[src/rtl/matmul_ctrl_part4.sv]
// -----------------------------------------------------------------------------
// matmul_ctrl_part4
//
// Sequencer for the part-4 matrix-vector datapath. A command loads one X
// vector (8 words) and, unless a resident W may be reused, one W matrix
// (64 words, row-major). It then steps the datapath through the 8 row
// dot-products and returns each row result on a valid/ready output stream.
//
// Handshake semantics (all three streams): a transfer happens on a rising
// clk edge where valid and ready are both high. A producer holds valid and
// its payload stable until that transfer. ready may depend on state only,
// never on the partner's valid.
//
// Ports:
//   clk, rst        clock, asynchronous active-high reset
//   cmd_valid/ready start request; cmd_ready is high only in IDLE
//   cmd_skip_w      sampled with the command: reuse resident W (if loaded)
//   in_valid/ready  input word stream; in_ready high only while loading
//   in_data         signed input word, forwarded to dp_input_data
//   out_valid/ready row result stream
//   out_data        signed row result (datapath result during OUTPUT)
//   out_last        marks the row 7 result
//   busy            controller is not idle
//   dp_*            initiator side of the datapath load/compute interface
// -----------------------------------------------------------------------------
module matmul_ctrl_part4 #(
  parameter int DATA_W = 14,
  parameter int ACC_W  = 28,
  parameter int N      = 8
) (
  input  logic              clk,
  input  logic              rst,
  input  logic              cmd_valid,
  output logic              cmd_ready,
  input  logic              cmd_skip_w,
  input  logic              in_valid,
  output logic              in_ready,
  input  logic [DATA_W-1:0] in_data,
  output logic              out_valid,
  input  logic              out_ready,
  output logic [ACC_W-1:0]  out_data,
  output logic              out_last,
  output logic              busy,
  output logic [DATA_W-1:0] dp_input_data,
  output logic [2:0]        dp_addr_x,
  output logic              dp_wr_en_x,
  output logic [5:0]        dp_addr_w,
  output logic              dp_wr_en_w,
  output logic              dp_clear_acc,
  output logic              dp_en_acc,
  output logic              dp_en_pipe,
  input  logic [ACC_W-1:0]  dp_output_data
);

  typedef enum logic [2:0] {
    S_IDLE    = 3'd0,
    S_LOAD_X  = 3'd1,
    S_LOAD_W  = 3'd2,
    S_ISSUE   = 3'd3,
    S_FLUSH   = 3'd4,
    S_CAPTURE = 3'd5,
    S_OUTPUT  = 3'd6
  } state_t;

  // Registered state and counters
  state_t     state;
  logic [2:0] x_cnt;
  logic [5:0] w_cnt;
  logic [2:0] row;
  logic       w_loaded;
  logic       skip_r;

  // Next-state values
  state_t     state_nx;
  logic [2:0] x_nx;
  logic [5:0] w_nx;
  logic [2:0] row_nx;
  logic       wl_nx;
  logic       skip_nx;

  logic       cmd_fire;
  logic       in_fire;

  assign cmd_fire = cmd_valid & cmd_ready;
  assign in_fire  = in_valid & in_ready;

  // ---------------------------------------------------------------------------
  // Next-state logic
  // ---------------------------------------------------------------------------
  always_comb begin
    state_nx = state;
    x_nx     = x_cnt;
    w_nx     = w_cnt;
    row_nx   = row;
    wl_nx    = w_loaded;
    skip_nx  = skip_r;
    case (state)
      S_IDLE: begin
        if (cmd_fire) begin
          x_nx     = 3'd0;
          // Skipping is only honoured when a complete W is resident.
          skip_nx  = cmd_skip_w & w_loaded;
          state_nx = S_LOAD_X;
        end
      end
      S_LOAD_X: begin
        if (in_fire) begin
          x_nx = 3'(x_cnt + 3'd1);
          if (x_cnt == 3'd7) begin
            if (skip_r) begin
              row_nx   = 3'd0;
              state_nx = S_ISSUE;
            end else begin
              w_nx     = 6'd0;
              // W is about to be overwritten; it is not valid until the
              // 64th word lands.
              wl_nx    = 1'b0;
              state_nx = S_LOAD_W;
            end
          end
        end
      end
      S_LOAD_W: begin
        if (in_fire) begin
          w_nx = 6'(w_cnt + 6'd1);
          if (w_cnt == 6'd63) begin
            wl_nx    = 1'b1;
            row_nx   = 3'd0;
            state_nx = S_ISSUE;
          end
        end
      end
      S_ISSUE:   state_nx = S_FLUSH;
      S_FLUSH:   state_nx = S_CAPTURE;
      S_CAPTURE: state_nx = S_OUTPUT;
      S_OUTPUT: begin
        if (out_ready) begin
          if (row == 3'd7) begin
            state_nx = S_IDLE;
          end else begin
            row_nx   = 3'(row + 3'd1);
            state_nx = S_ISSUE;
          end
        end
      end
      default: state_nx = S_IDLE;
    endcase
  end

  // ---------------------------------------------------------------------------
  // FSM register. State-decoded outputs are registered from the next state so
  // they change cleanly with the state itself.
  // ---------------------------------------------------------------------------
  always_ff @(posedge clk or posedge rst) begin
    if (rst) begin
      state      <= S_IDLE;
      x_cnt      <= 3'd0;
      w_cnt      <= 6'd0;
      row        <= 3'd0;
      w_loaded   <= 1'b0;
      skip_r     <= 1'b0;
      cmd_ready  <= 1'b1;
      in_ready   <= 1'b0;
      busy       <= 1'b0;
      out_valid  <= 1'b0;
      out_last   <= 1'b0;
      dp_en_pipe <= 1'b0;
      dp_en_acc  <= 1'b0;
    end else begin
      state      <= state_nx;
      x_cnt      <= x_nx;
      w_cnt      <= w_nx;
      row        <= row_nx;
      w_loaded   <= wl_nx;
      skip_r     <= skip_nx;
      cmd_ready  <= (state_nx == S_IDLE);
      in_ready   <= (state_nx == S_LOAD_X) || (state_nx == S_LOAD_W);
      busy       <= (state_nx != S_IDLE);
      out_valid  <= (state_nx == S_OUTPUT);
      out_last   <= (state_nx == S_OUTPUT) && (row_nx == 3'd7);
      dp_en_pipe <= (state_nx == S_ISSUE) || (state_nx == S_FLUSH);
      dp_en_acc  <= (state_nx == S_CAPTURE);
    end
  end

  // ---------------------------------------------------------------------------
  // Datapath-facing combinational outputs
  // ---------------------------------------------------------------------------
  assign dp_input_data = in_data;
  assign dp_addr_x     = x_cnt;
  assign dp_wr_en_x    = in_fire && (state == S_LOAD_X);
  assign dp_wr_en_w    = in_fire && (state == S_LOAD_W);
  assign dp_clear_acc  = cmd_fire;

  // During compute the W read address points at the start of the current row;
  // the datapath reads the whole row combinationally from that base.
  always_comb begin
    dp_addr_w = 6'd0;
    case (state)
      S_LOAD_W:                                  dp_addr_w = w_cnt;
      S_ISSUE, S_FLUSH, S_CAPTURE, S_OUTPUT:     dp_addr_w = {row, 3'b000};
      default:                                   dp_addr_w = 6'd0;
    endcase
  end

  // The datapath is frozen in OUTPUT (no en_pipe/en_acc), so its result is
  // stable for as long as backpressure lasts.
  assign out_data = out_valid ? dp_output_data : '0;

endmodule

[config.mk]
export PLATFORM = sky130hd
export DESIGN_NAME = matmul_ctrl_part4
export DESIGN_NICKNAME = d
export VERILOG_FILES = /design/src/rtl/matmul_ctrl_part4.sv
export SDC_FILE = /design/constraint.sdc
export NUM_CORES = 1
export LEC_CHECK = 0
export BUFFER_PORTS_ARGS = -buffer_cell sky130_fd_sc_hd__clkbuf_2
export CAP_MARGIN = 15
export CORE_MARGIN = 2
export CORE_UTILIZATION = 35
export CTS_CLUSTER_DIAMETER = 60
export DETAILED_ROUTE_END_ITERATION = 8
export HOLD_SLACK_MARGIN = 0.06
export PLACE_DENSITY = 0.64
export SLEW_MARGIN = 20
export SYNTH_ARGS = -nofsm -noshare
export SYNTH_HDL_FRONTEND = slang
export SYNTH_SLANG_ARGS = --single-unit
export TNS_END_PERCENT = 5
[constraint.sdc]
create_clock -name clk -period 3.5 [get_ports clk]
set_input_delay 0.175 -clock clk [delete_from_list [all_inputs] [get_ports clk]]
set_output_delay 0.175 -clock clk [all_outputs]
set_load 0.03 [all_outputs]
Word-level counts from Yosys, hierarchy flattened
Cells that the tools add are included.
Widths: inputs -> output; s select.
{"block": "op_classes", "add_sub_neg": 3, "n_eq_ne": 22, "mux": 33, "bitwise_logic": 3, "reduce_logical": 15}
{"cell": "$mux 3", "count": 15}
{"cell": "$mux 28", "count": 1}
{"cell": "$eq 3x3->1 const B", "count": 9}
{"cell": "$mux 6", "count": 4}
{"cell": "$pmux 6 s2", "count": 2}
{"cell": "$pmux 3 s7", "count": 1}
{"cell": "$eq 3x2->1 const B", "count": 4}
{"cell": "$ne 2x2->1 const B", "count": 6}
{"cell": "$pmux 3 s3", "count": 1}
{"cell": "$add 3x1->3 const B", "count": 2}
{"cell": "$add 6x1->6 const B", "count": 1}
{"cell": "$eq 3x1->1 const B", "count": 2}
{"cell": "$eq 6x6->1 const B", "count": 1}
{"cell": "$logic_not 3->1", "count": 2}
{"cell": "$mux 1", "count": 6}
{"cell": "$pmux 3 s2", "count": 1}
{"cell": "$reduce_and 6->1", "count": 1}
{"cell": "$reduce_and 5->1", "count": 1}
{"cell": "$reduce_bool 2->1", "count": 2}
{"cell": "$reduce_or 4->1", "count": 1}
{"cell": "$and 1x1->1", "count": 3}
{"cell": "$logic_and 1x1->1", "count": 3}
{"cell": "$reduce_and 3->1", "count": 1}
{"cell": "$reduce_bool 3->1", "count": 1}
{"cell": "other kinds (4)", "count": 5}
{"block": "word_totals", "register_bits": 24, "inputBits": 48, "output_inout_bits": 61, "wordCells": 89}

Logic depth before layout (Yosys ltp)
Gate-level depths: netlist of the first run.
{"block": "logic_depth", "word_depth": 6, "depth_mapped": 7, "ltp_nobuf": 6}

Worst setup path before layout of the first run
No wires, ideal clock.
{"block": "synth_path", "path_type": "register to register", "from": "reg cmd_ready", "to": "reg x_cnt[0] (netlist: dp_addr_x[0])", "setup_ps": 125, "arrival_ps": 1613, "t_required_ps": 3375, "path_slack_ps": 1762, "path_stages_with_launch": 5, "n_path_buf": 0, "synth_period_minus_slack_ps": 1738, "path_cell_list": "dfstp_2 > and2_1 > nor4b_2 > nor2_2 > mux2_2"}
{"block": "synth_via", "elab_chain_len": 3}
{"element": "from (decl)", "line": "34", "text": "output logic cmd_ready,"}
{"element": "from (signal assigned)", "line": "176", "text": "cmd_ready <= (state_nx == S_IDLE);"}
{"element": "$and 1x1->1", "line": "84", "text": "assign cmd_fire = cmd_valid & cmd_ready;"}
{"element": "net dp_clear_acc", "line": "49", "text": "output logic dp_clear_acc,"}
{"element": "$ne 2x2->1 (no source line)"}
{"element": "$reduce_and 3->1 (no source line)"}
{"element": "to (signal assigned)", "line": "171", "text": "x_cnt <= x_nx;"}
{"element": "to (decl)", "line": "67", "text": "logic [2:0] x_cnt;"}
The timed path passes the listed nets, and every way through them passes these cells.
A chain may end at the register's enable or synchronous reset.

Final worst setup path of the first run
{"block": "layout_path", "from": "reg state[0]", "to": "out dp_addr_w[0]"}
{"block": "layout_via", "elab_chain_len": 3, "elab_cells_between_ends": 7, "classes_between": "eq/ne: 5; mux: 1; reduce/logical: 1"}
{"element": "from (decl)", "line": "66", "text": "state_t state;"}
{"element": "from (signal assigned)", "line": "170", "text": "state <= state_nx;"}
{"element": "$eq 3x2->1 or $eq 3x3->1 (tied branches)", "line": "199", "text": "case (state)"}
{"element": "$reduce_or 4->1", "line": "199"}
{"element": "$pmux 6 s2 *", "line": "199"}
{"element": "to (decl)", "line": "47", "text": "output logic [5:0] dp_addr_w,"}
Mark *: on every way between the ends. The rest lies on a longest branch, timed or not.

==> impl_metrics.ini, run 1 <==
[die]
die_w_um = 74.6
die_y_um = 74.6
io-pin-count = 109
dieArea_um2 = 5570
fp-row-count = 25
start_util_pct = 36.7
design.core.area_um2 = 4750

[power]
power_density_nw_per_um2 = 721
p_total_uw = 1520
vdd_drop_max_v = 0.000366
p_leak_uw = 0.00109

[yosys]
avgSynthCellArea_um2 = 9.05
ys_ff_latch = 24
synth_compound_area_share_pct = 15.0
synth-edff-count = 0
synth_area_um2 = 1750
async_flop_share_pct = 100
yosys_warnings = 0
synth_simple_gate_area_share_pct = 30.4
synthMuxAreaShare_pct = 1.86
syn_nets = 246
synthXorXnorAreaFrac_pct = 2.01
synthAdderAreaFrac_pct = 3.58
synth_top_area_share_pct = 33.0
synth_top_family_by_area = simple AND/OR/NAND/NOR gates
synthCells = 193
yosysSeqAreaShare_pct = 34.5
synthFlopType = dfrtp_1
yosysTopAreaCell = dfrtp_1
ys_types = 49
synth.top_cells.by_area = dfrtp_1 (33%), and2_1 (14%), buf_4 (6.4%)

[timing]
hold_violations = 0
rsz0062_at_grt = no
clock.fmax_mhz = 421
period_share_pct = 67.8
maxSlewHeadroom_pct = 39.9
finClkSkew_ns = 0.00332
drv_slew = 0
setup_tns_ns = 0
final-setup-viol-count = 0
layout_min_cycle_time_ns = 2.37
worst_pin_slew_ns = 0.901

[worst_setup_path]
reg2reg_slack_ns = 1.50
worstPathBufferInverterCount = 1
start_kind = flop
cp_data_arrival_time_ns = 2.20
slowest_stage = nor2b_1
rr_worst_depth = 4
cpLargestDelayFamily = simple AND/OR/NAND/NOR gates
cp_common_cell = nor2b_1
crit_path_end_kind = output port
cp.required_ns = 3.32
crit_type = reg2out
r2r_start = state[0]
worst-path-max-fanout = 19
reg2reg_to = row[0]
worstPathCellList = nor2b_1 -> nor2b_1 -> and2_1 -> clkbuf_2
cp_slowest_stage_delay_ns = 0.66

[global_routing]
gr-max-usage-layer = met2
grt_util_all_layers_pct = 15.2
use_met2_pct = 29.4
grt_use_met1_pct = 17.2
grt_pass1_vias = 1388
antenna_found_initial = 0
grt_max_degree = 30
grtUsageMet3_pct = 2.14
grt_pass1_wl_mm = 6.51
overflow = 0

[detailed_routing]
via_per_inst = 4.94
first_pass_iters = 4
drc = 0
drt-total-wl_mm = 4.28
wl_per_cell_um = 13.5
vias = 1565
ant_nets = 0
drtIter0Drc = 32

[place]
dp_hpwl_mm = 3.36
gp_congestion = 0.820
portBuffers = 80
place_area_um2 = 2030
placed_cells = 313

[finish]
antennaDiodeCount = 0
final_nets = 304
multi_input_area_um2 = 923
drive_above_1_share_pct = 38.8
stdcell_count = 317
stdcell_area_um2 = 2100
seqCellArea_um2 = 602
fillerInstances = 506
fin_util_pct = 44.2
syn_to_final_growth_pct = 20.4

[cts]
postCtsHoldBufs = 0
cts_resized = 0
path_clk_slew_ns = 0.09
cts_buffers = 3
clockBufferDepth = 2
clk_latency_ns = 0.27
cts_max_level = 1
root_buffer = clkbuf_8
cts_setup_buffers = 0
numClockSinks = 24
cts_tree = done

[min_path]
min-delay-path-class = in2async

[run]
maxCapViolCount = 0

[status]
outcome = completed
==> worst reg2reg max path, stage by stage (launching register included) <==
cell and delay (ns):
dfrtp_1 0.58, nor2b_1 0.67, nand3_1 0.13, a21boi_0 0.34, o21ai_0 0.15
==> kinds of logic (layout without fill, tap and decap cells) <==
family / Yosys count / in the layout
compound gates: 37 / 37
buf+inv: 33 / 90
fa+ha+maj: 5 / 5
simple gates: 87 / 87
flops: 24 / 24
mux: 3 / 3
xor+xnor: 4 / 4
==> layout by cell type, fill, tap and decap left out, types with 2 or more instances in the layout <==
| cell type | netlist | layout |
|---|---|---|
| clkbuf_2 | 0 | 80 |
| and2_1 | 38 | 38 |
| dfrtp_1 | 23 | 23 |
| nand2_1 | 13 | 13 |
| o21ai_0 | 10 | 10 |
| nand3_1 | 7 | 7 |
| nor2_1 | 7 | 7 |
| inv_1 | 6 | 6 |
| nor2b_1 | 5 | 5 |
| a22oi_1 | 5 | 5 |
| ha_1 | 5 | 5 |
| xor2_1 | 4 | 4 |
| a21oi_1 | 3 | 3 |
| o2111ai_1 | 3 | 3 |
| clkbuf_8 | 0 | 3 |
| and3_1 | 2 | 2 |
| a21o_1 | 2 | 2 |
| nor3b_1 | 2 | 2 |
| a22o_1 | 2 | 2 |
| mux2_2 | 2 | 2 |
==> power breakdown <==
part	total (uW)	internal, uW	switching, uW
clock network	247	153	94.0
logic	765	276	489
registers	504	362	142
==> synth_stat cells (2+ instances only) <==
cell type,count
a21o_1,2
a21oi_1,3
a22o_1,2
a22oi_1,5
and2_1,38
and3_1,2
buf_2,3
buf_4,15
buf_6,5
clkbuf_1,4
dfrtp_1,23
ha_1,5
inv_1,6
mux2_2,2
nand2_1,13
nand3_1,7
nor2_1,7
nor2b_1,5
nor3b_1,2
o2111ai_1,3
o21ai_0,10
xor2_1,4
==> final cells by class <==
type	count	area share, %
Inverter	6	1.07
Clock inverter	1	1.43
Timing Repair Buffer	80	19.0
Sequential cell	24	28.6
Multi-Input combinational cell	136	43.9
Tap cell	67	3.99
Clock buffer	3	1.96
==> worst max path at each step <==
stage | startpoint | endpoint | depth (start not counted)
floorplan | cmd_ready | dp_addr_x[0] | 4
global placement | state[0] | dp_addr_w[2] | 4
detailed placement | state[0] | dp_addr_w[0] | 4
CTS | state[0] | dp_addr_w[0] | 4
global route | state[0] | dp_addr_w[2] | 4
finish | state[0] | dp_addr_w[0] | 4
==> state kept, by name, indices dropped and copies added (netlist names) <==
signal and flops:
dp_addr_x 3, dp_en_pipe 1, busy 1, in_ready 1, w_loaded 1, row 3
out_last 1, w_cnt 6, state 3, dp_en_acc 1, out_valid 1, skip_r 1
cmd_ready 1
==> per-layer routing <==
| layer | routed length (um) | vias to the layer above |
|---|---|---|
| li1 | - | 758 |
| met1 | 1720 | 712 |
| met2 | 2180 | 84 |
| met3 | 307 | 11 |
| met4 | 74 | 0 |
| met5 | 0 | - |
==> stage by stage <==
stage | setup WS [ns] | hold WS, ns
detailed placement | 1.45 | 0.350
floorplan | 1.76 | 0.189
global placement | 1.54 | 0.350
CTS | 1.13 | 0.110
finish | 1.13 | 0.0686
global route | 0.891 | 0.180
Power figures use the tool's default switching activity.
==> inputs of run 2 (changes only) <==
- PLACE_DENSITY: 0.64 -> 0.66
- clock period: 3.5 -> 2 ns (I/O delays scaled with it)
==> run 2 against run 1 <==
Net effect: first-iteration DRC count rose by 34%; clock skew grew 0.0011 ns; hold slack improved by 0.014 ns; cell count increased by 1.6%; sequential power up 71%; critical path type unchanged; critical endpoint is now dp_addr_w[5].
==> impl_metrics.ini, run 2 (synthesis gave the netlist of run 1 again) <==
[die]
dieArea_um2 = 5570
fp-row-count = 25
design.core.area_um2 = 4750
die_y_um = 74.6
die_w_um = 74.6
start_util_pct = 36.7
io-pin-count = 109

[power]
p_total_uw = 2610
vdd_drop_max_v = 0.000538
p_leak_uw = 0.00111
power_density_nw_per_um2 = 1220

[detailed_routing]
via_per_inst = 4.83
drc = 0
ant_nets = 0
wl_per_cell_um = 12.9
drt-total-wl_mm = 4.14
drtIter0Drc = 43
first_pass_iters = 4
vias = 1555

[worst_setup_path]
worstPathCellList = nor2b_2 -> a21o_1 -> nand2_1 -> o21ai_0 -> clkbuf_2
worst-path-max-fanout = 13
cp_data_arrival_time_ns = 1.70
cp.required_ns = 1.90
start_kind = flop
r2r_start = dp_addr_x[0]
rr_worst_depth = 6
reg2reg_to = w_loaded
crit_path_end_kind = output port
slowest_stage = dfrtp_2
cp_slowest_stage_delay_ns = 0.50
reg2reg_slack_ns = 0.28
crit_type = reg2out

[cts]
root_buffer = clkbuf_8
cts_buffers = 3
numClockSinks = 24
cts_max_level = 1
cts_tree = done
path_clk_slew_ns = 0.09
clockBufferDepth = 2
clk_latency_ns = 0.27
cts_setup_buffers = 0

[finish]
stdcell_area_um2 = 2140
fin_util_pct = 44.9
syn_to_final_growth_pct = 22.3
multi_input_area_um2 = 931
antennaDiodeCount = 0
final_nets = 309
fillerInstances = 487
drive_above_1_share_pct = 41.2
largest_reg_flops = 6
regMostFlops = w_cnt
mostFrequentLayoutCells = clkbuf_2 (80), and2_1 (38), dfrtp_1 (22), nand2_1 (13), o21ai_0 (10)
seqCellArea_um2 = 603
final_common_cell = clkbuf_2

[timing]
finClkSkew_ns = 0.00443
hold_violations = 0
setup_tns_ns = 0
maxSlewHeadroom_pct = 64.8
clock.fmax_mhz = 554
rsz0062_at_grt = no
period_share_pct = 90.2
worst_pin_slew_ns = 0.528
drv_slew = 0
layout_min_cycle_time_ns = 1.80
holdWs_ns = 0.0828
final-setup-viol-count = 0

[global_routing]
grt_pass1_vias = 1405
grt_pass1_wl_mm = 6.46
antenna_found_initial = 0
grt_util_all_layers_pct = 15.2
grt_max_degree = 30
overflow = 0

[min_path]
min_to = skip_r
holdPathStages = 3
hp-start = cmd_skip_w
min-delay-path-class = in2reg

[status]
outcome = completed

[place]
place_area_um2 = 2060
portBuffers = 80
gp_congestion = 0.840
dp_hpwl_mm = 3.34

[run]
maxCapViolCount = 0
run 2: cell types whose count changed in the layout (fill, tap and decap cells not counted):
cell | previous run | this run
nor2b_1 | 5 | 2
dlygate4sd3_1 | 0 | 1
nor2b_2 | 0 | 3
clkbuf_8 | 3 | 4
dfrtp_1 | 23 | 22
dfrtp_2 | 0 | 1
bufinv_16 | 1 | 0
buf_4 | 0 | 4
run 2: repair_timing:
item | 4_1_cts | 5_1_grt
endpoints found under the hold margin | 23 | 0
gates resized for setup | 2 | 2
hold buffers | 1 | 0
endpoints found under the setup margin | 6 | 6
run 2: area by class of cell:
cell class                      count  share of cell area, %
Sequential cell                    24                   28.2
Timing Repair Buffer               85                   20.6
Clock buffer                        4                   2.58
Tap cell                           67                   3.93
Multi-Input combinational cell    136                   43.6
Inverter                            6                   1.05
run 2: worst max-delay path by stage:
| stage | start | endpoint | slack, ns | cells after the start |
|---|---|---|---|---|
| floorplan | cmd_ready | dp_addr_x[0] | 0.26 | 4 |
| global placement | state[1] | in_ready | 0.24 | 4 |
| detailed placement | state[1] | in_ready | 0.25 | 4 |
| CTS | state[1] | dp_addr_w[1] | 0.05 | 4 |
| global route | state[1] | dp_addr_w[5] | 0.04 | 5 |
| finish | state[1] | dp_addr_w[5] | 0.20 | 5 |
run 2: critical path, delay by kind of cell, from the launching register on:
| family | cells | cell delay (ns) |
|---|---|---|
| compound gates | 2 | 0.30 |
| flops | 1 | 0.50 |
| simple gates | 2 | 0.39 |
| buf+inv | 1 | 0.24 |
run 2: report_power, final:
part | total [uW] | switching (uW) | internal (uW)
registers | 860 | 224 | 637
clock network | 333 | 157 | 176
logic | 1420 | 895 | 521
run 2: routing by layer:
| metal | up-vias | global-route usage, % | part of all wire [%] |
|---|---|---|---|
| met5 | - | 0 | 0 |
| met4 | 0 | 4.17 | 0.68 |
| li1 | 770 | - | - |
| met1 | 709 | 18.1 | 39 |
| met3 | 3 | 2.14 | 8.8 |
| met2 | 73 | 28.4 | 52 |
run 2: through the flow:
| step | std cells | setup WS, ns |
|---|---|---|
| after floorplan | 193 | 0.262 |
| after global placement | 317 | 0.237 |
| after detailed placement | 317 | 0.251 |
| after CTS | 322 | 0.0548 |
| after global routing | 322 | 0.0404 |
| final | 322 | 0.196 |
==> inputs of run 3 (changes only) <==
- PLACE_DENSITY: 0.66 -> 0.64
- clock period: 2 -> 1.8 ns (I/O delays scaled with it)
==> run 3 against run 2 <==
Net effect: first-iteration DRC count up 9.3%; critical path depth unchanged; register-to-register slack worse by 0.15 ns; largest cell class unchanged; critical endpoint is now dp_addr_w[1].
==> impl_metrics.ini, run 3 (synthesis gave the netlist of run 1 again) <==
[worst_setup_path]
worstPathCellList = nor2b_1 -> buf_6 -> nor2b_4 -> and2_1 -> clkbuf_2
cp.required_ns = 1.71
r2r_start = dp_addr_x[0]
cp_slowest_stage_delay_ns = 0.50
slowest_stage = dfrtp_2
crit_type = reg2out
crit_path_end_kind = output port
worstSetupPathDepth = 5
rr_worst_depth = 6
start_kind = flop
reg2reg_slack_ns = 0.13
reg2reg_to = w_loaded
cp_data_arrival_time_ns = 1.60
cpLargestDelayFamily = flip-flops
worstPathBufferInverterCount = 2
worst-path-max-fanout = 11

[cts]
clk_latency_ns = 0.26
root_buffer = clkbuf_8
numClockSinks = 24
cts_tree = done
cts_buffers = 3
cts_max_level = 1
path_clk_slew_ns = 0.08
clockBufferDepth = 2

[finish]
regMostFlops = w_cnt
final_common_cell = clkbuf_2
drive_above_1_share_pct = 43.9
mostFrequentLayoutCells = clkbuf_2 (77), and2_1 (38), dfrtp_1 (20), nand2_1 (13), buf_4 (11)
final_nets = 316
seqCellArea_um2 = 606
stdcell_count = 329
antennaDiodeCount = 0
fillerInstances = 483
stdcell_area_um2 = 2210
largest_reg_flops = 6
syn_to_final_growth_pct = 26.7
multi_input_area_um2 = 947

[timing]
setup_ws_ns = 0.105
holdWs_ns = 0.0702
finClkSkew_ns = 0.00235
hold_violations = 0
worst_pin_slew_ns = 0.562
clock.fmax_mhz = 590
period_share_pct = 94.2
layout_min_cycle_time_ns = 1.69
final-setup-viol-count = 0
setup_tns_ns = 0
maxSlewHeadroom_pct = 62.5
drv_slew = 0
rsz0062_at_grt = no

[die]
dieArea_um2 = 5570
die_y_um = 74.6
start_util_pct = 36.7
design.core.area_um2 = 4750
fp-row-count = 25
io-pin-count = 109
die_w_um = 74.6

[global_routing]
grtUsageMet3_pct = 1.87
grt_use_met1_pct = 19.9
grt_pass1_vias = 1464
overflow = 0
grt_util_all_layers_pct = 16.5
grt_pass1_wl_mm = 7.00
antenna_found_initial = 0
gr-max-usage-layer = met2
grt_max_degree = 30
use_met2_pct = 30.9

[detailed_routing]
vias = 1591
ant_nets = 0
first_pass_iters = 4
drtIter0Drc = 47
drt-total-wl_mm = 4.49
drc = 0
via_per_inst = 4.84
wl_per_cell_um = 13.6

[power]
p_sw_share_pct = 48.1
seq_power_share_pct = 30.9
switchingPower_uw = 1450
combinationalPowerShare_pct = 56.9
p_leak_uw = 0.00115
p_clk_share_pct = 12.1
vdd_drop_max_v = 0.000740
internal_power_uw = 1560
power_density_nw_per_um2 = 1360

[status]
outcome = completed

[place]
gp_congestion = 0.822
post-place-ws_ns = 0.140
place_area_um2 = 2110
portBuffers = 80
dp_hpwl_mm = 3.49
placed_cells = 323

[min_path]
hp-start = cmd_skip_w
min_to = skip_r
min-delay-path-class = in2reg
holdPathStages = 3

[run]
maxCapViolCount = 0
## run 3: cell types whose count changed in the layout (fill, tap and decap cells not counted)
cell,previous run,this run
buf_2,0,2
nor2b_2,3,1
o2111ai_2,0,1
clkbuf_2,80,77
dfrtp_1,22,20
dfrtp_2,1,3
o21ai_0,10,9
o2111ai_1,3,2
buf_6,0,1
buf_4,4,11
o21ai_1,1,2
nor2b_4,0,2
## run 3: metal layers
| metal | share of wire [%] | wire length [um] | vias up |
|---|---|---|---|
| met5 | 0 | 0 | - |
| met4 | 0.82 | 37 | 0 |
| met1 | 41 | 1850 | 736 |
| met3 | 6.2 | 278 | 4 |
| li1 | - | - | 783 |
| met2 | 52 | 2320 | 68 |
## run 3: cell type report
cell class | instances | area share (%)
Clock buffer | 4 | 2.49
Inverter | 6 | 1.02
Multi-Input combinational cell | 136 | 42.8
Sequential cell | 24 | 27.4
Tap cell | 67 | 3.79
Timing Repair Buffer | 92 | 22.6
## run 3: power groups by stage
stage,registers [uW],logic (uW),clock network [uW]
final,932,1720,366
after global routing,974,1880,407
after CTS,929,1690,383
after detailed placement,930,1680,0
after global placement,921,1670,0
after floorplan,994,1220,0
## run 3: worst max-delay path by stage
| stage | startpoint | endpoint | slack (ns) |
|---|---|---|---|
| final | state[0] | dp_addr_w[1] | 0.11 |
| after global routing | dp_addr_x[0] | w_cnt[3] | 0.0002 |
| after CTS | state[2] | dp_addr_w[5] | 0.003 |
| after detailed placement | dp_addr_x[0] | w_loaded | 0.14 |
| after global placement | state[1] | dp_addr_w[5] | 0.15 |
| after floorplan | cmd_ready | dp_addr_x[0] | 0.06 |
## run 3: metrics by stage
| stage | power [uW] | utilization (%) |
|---|---|---|
| after floorplan | 2220 | - |
| after global placement | 2590 | 44.3 |
| after detailed placement | 2610 | 44.3 |
| after CTS | 3010 | 45.9 |
| after global routing | 3270 | 46.6 |
| final | 3010 | 46.6 |
## run 3: timing repair
item | 4_1_cts | 5_1_grt
hold buffers | 1 | 0
gates resized for setup | 3 | 12
setup buffers | 0 | 1
setup endpoints to repair | 6 | 8
endpoints found under the hold margin | 23 | 0
## run 3: tightest hold or removal path, delay by kind of cell
kind / cells / cell delay [ns]
buf+inv: 1 / 0.08
simple gates: 1 / 0.06
compound gates: 1 / 0.06
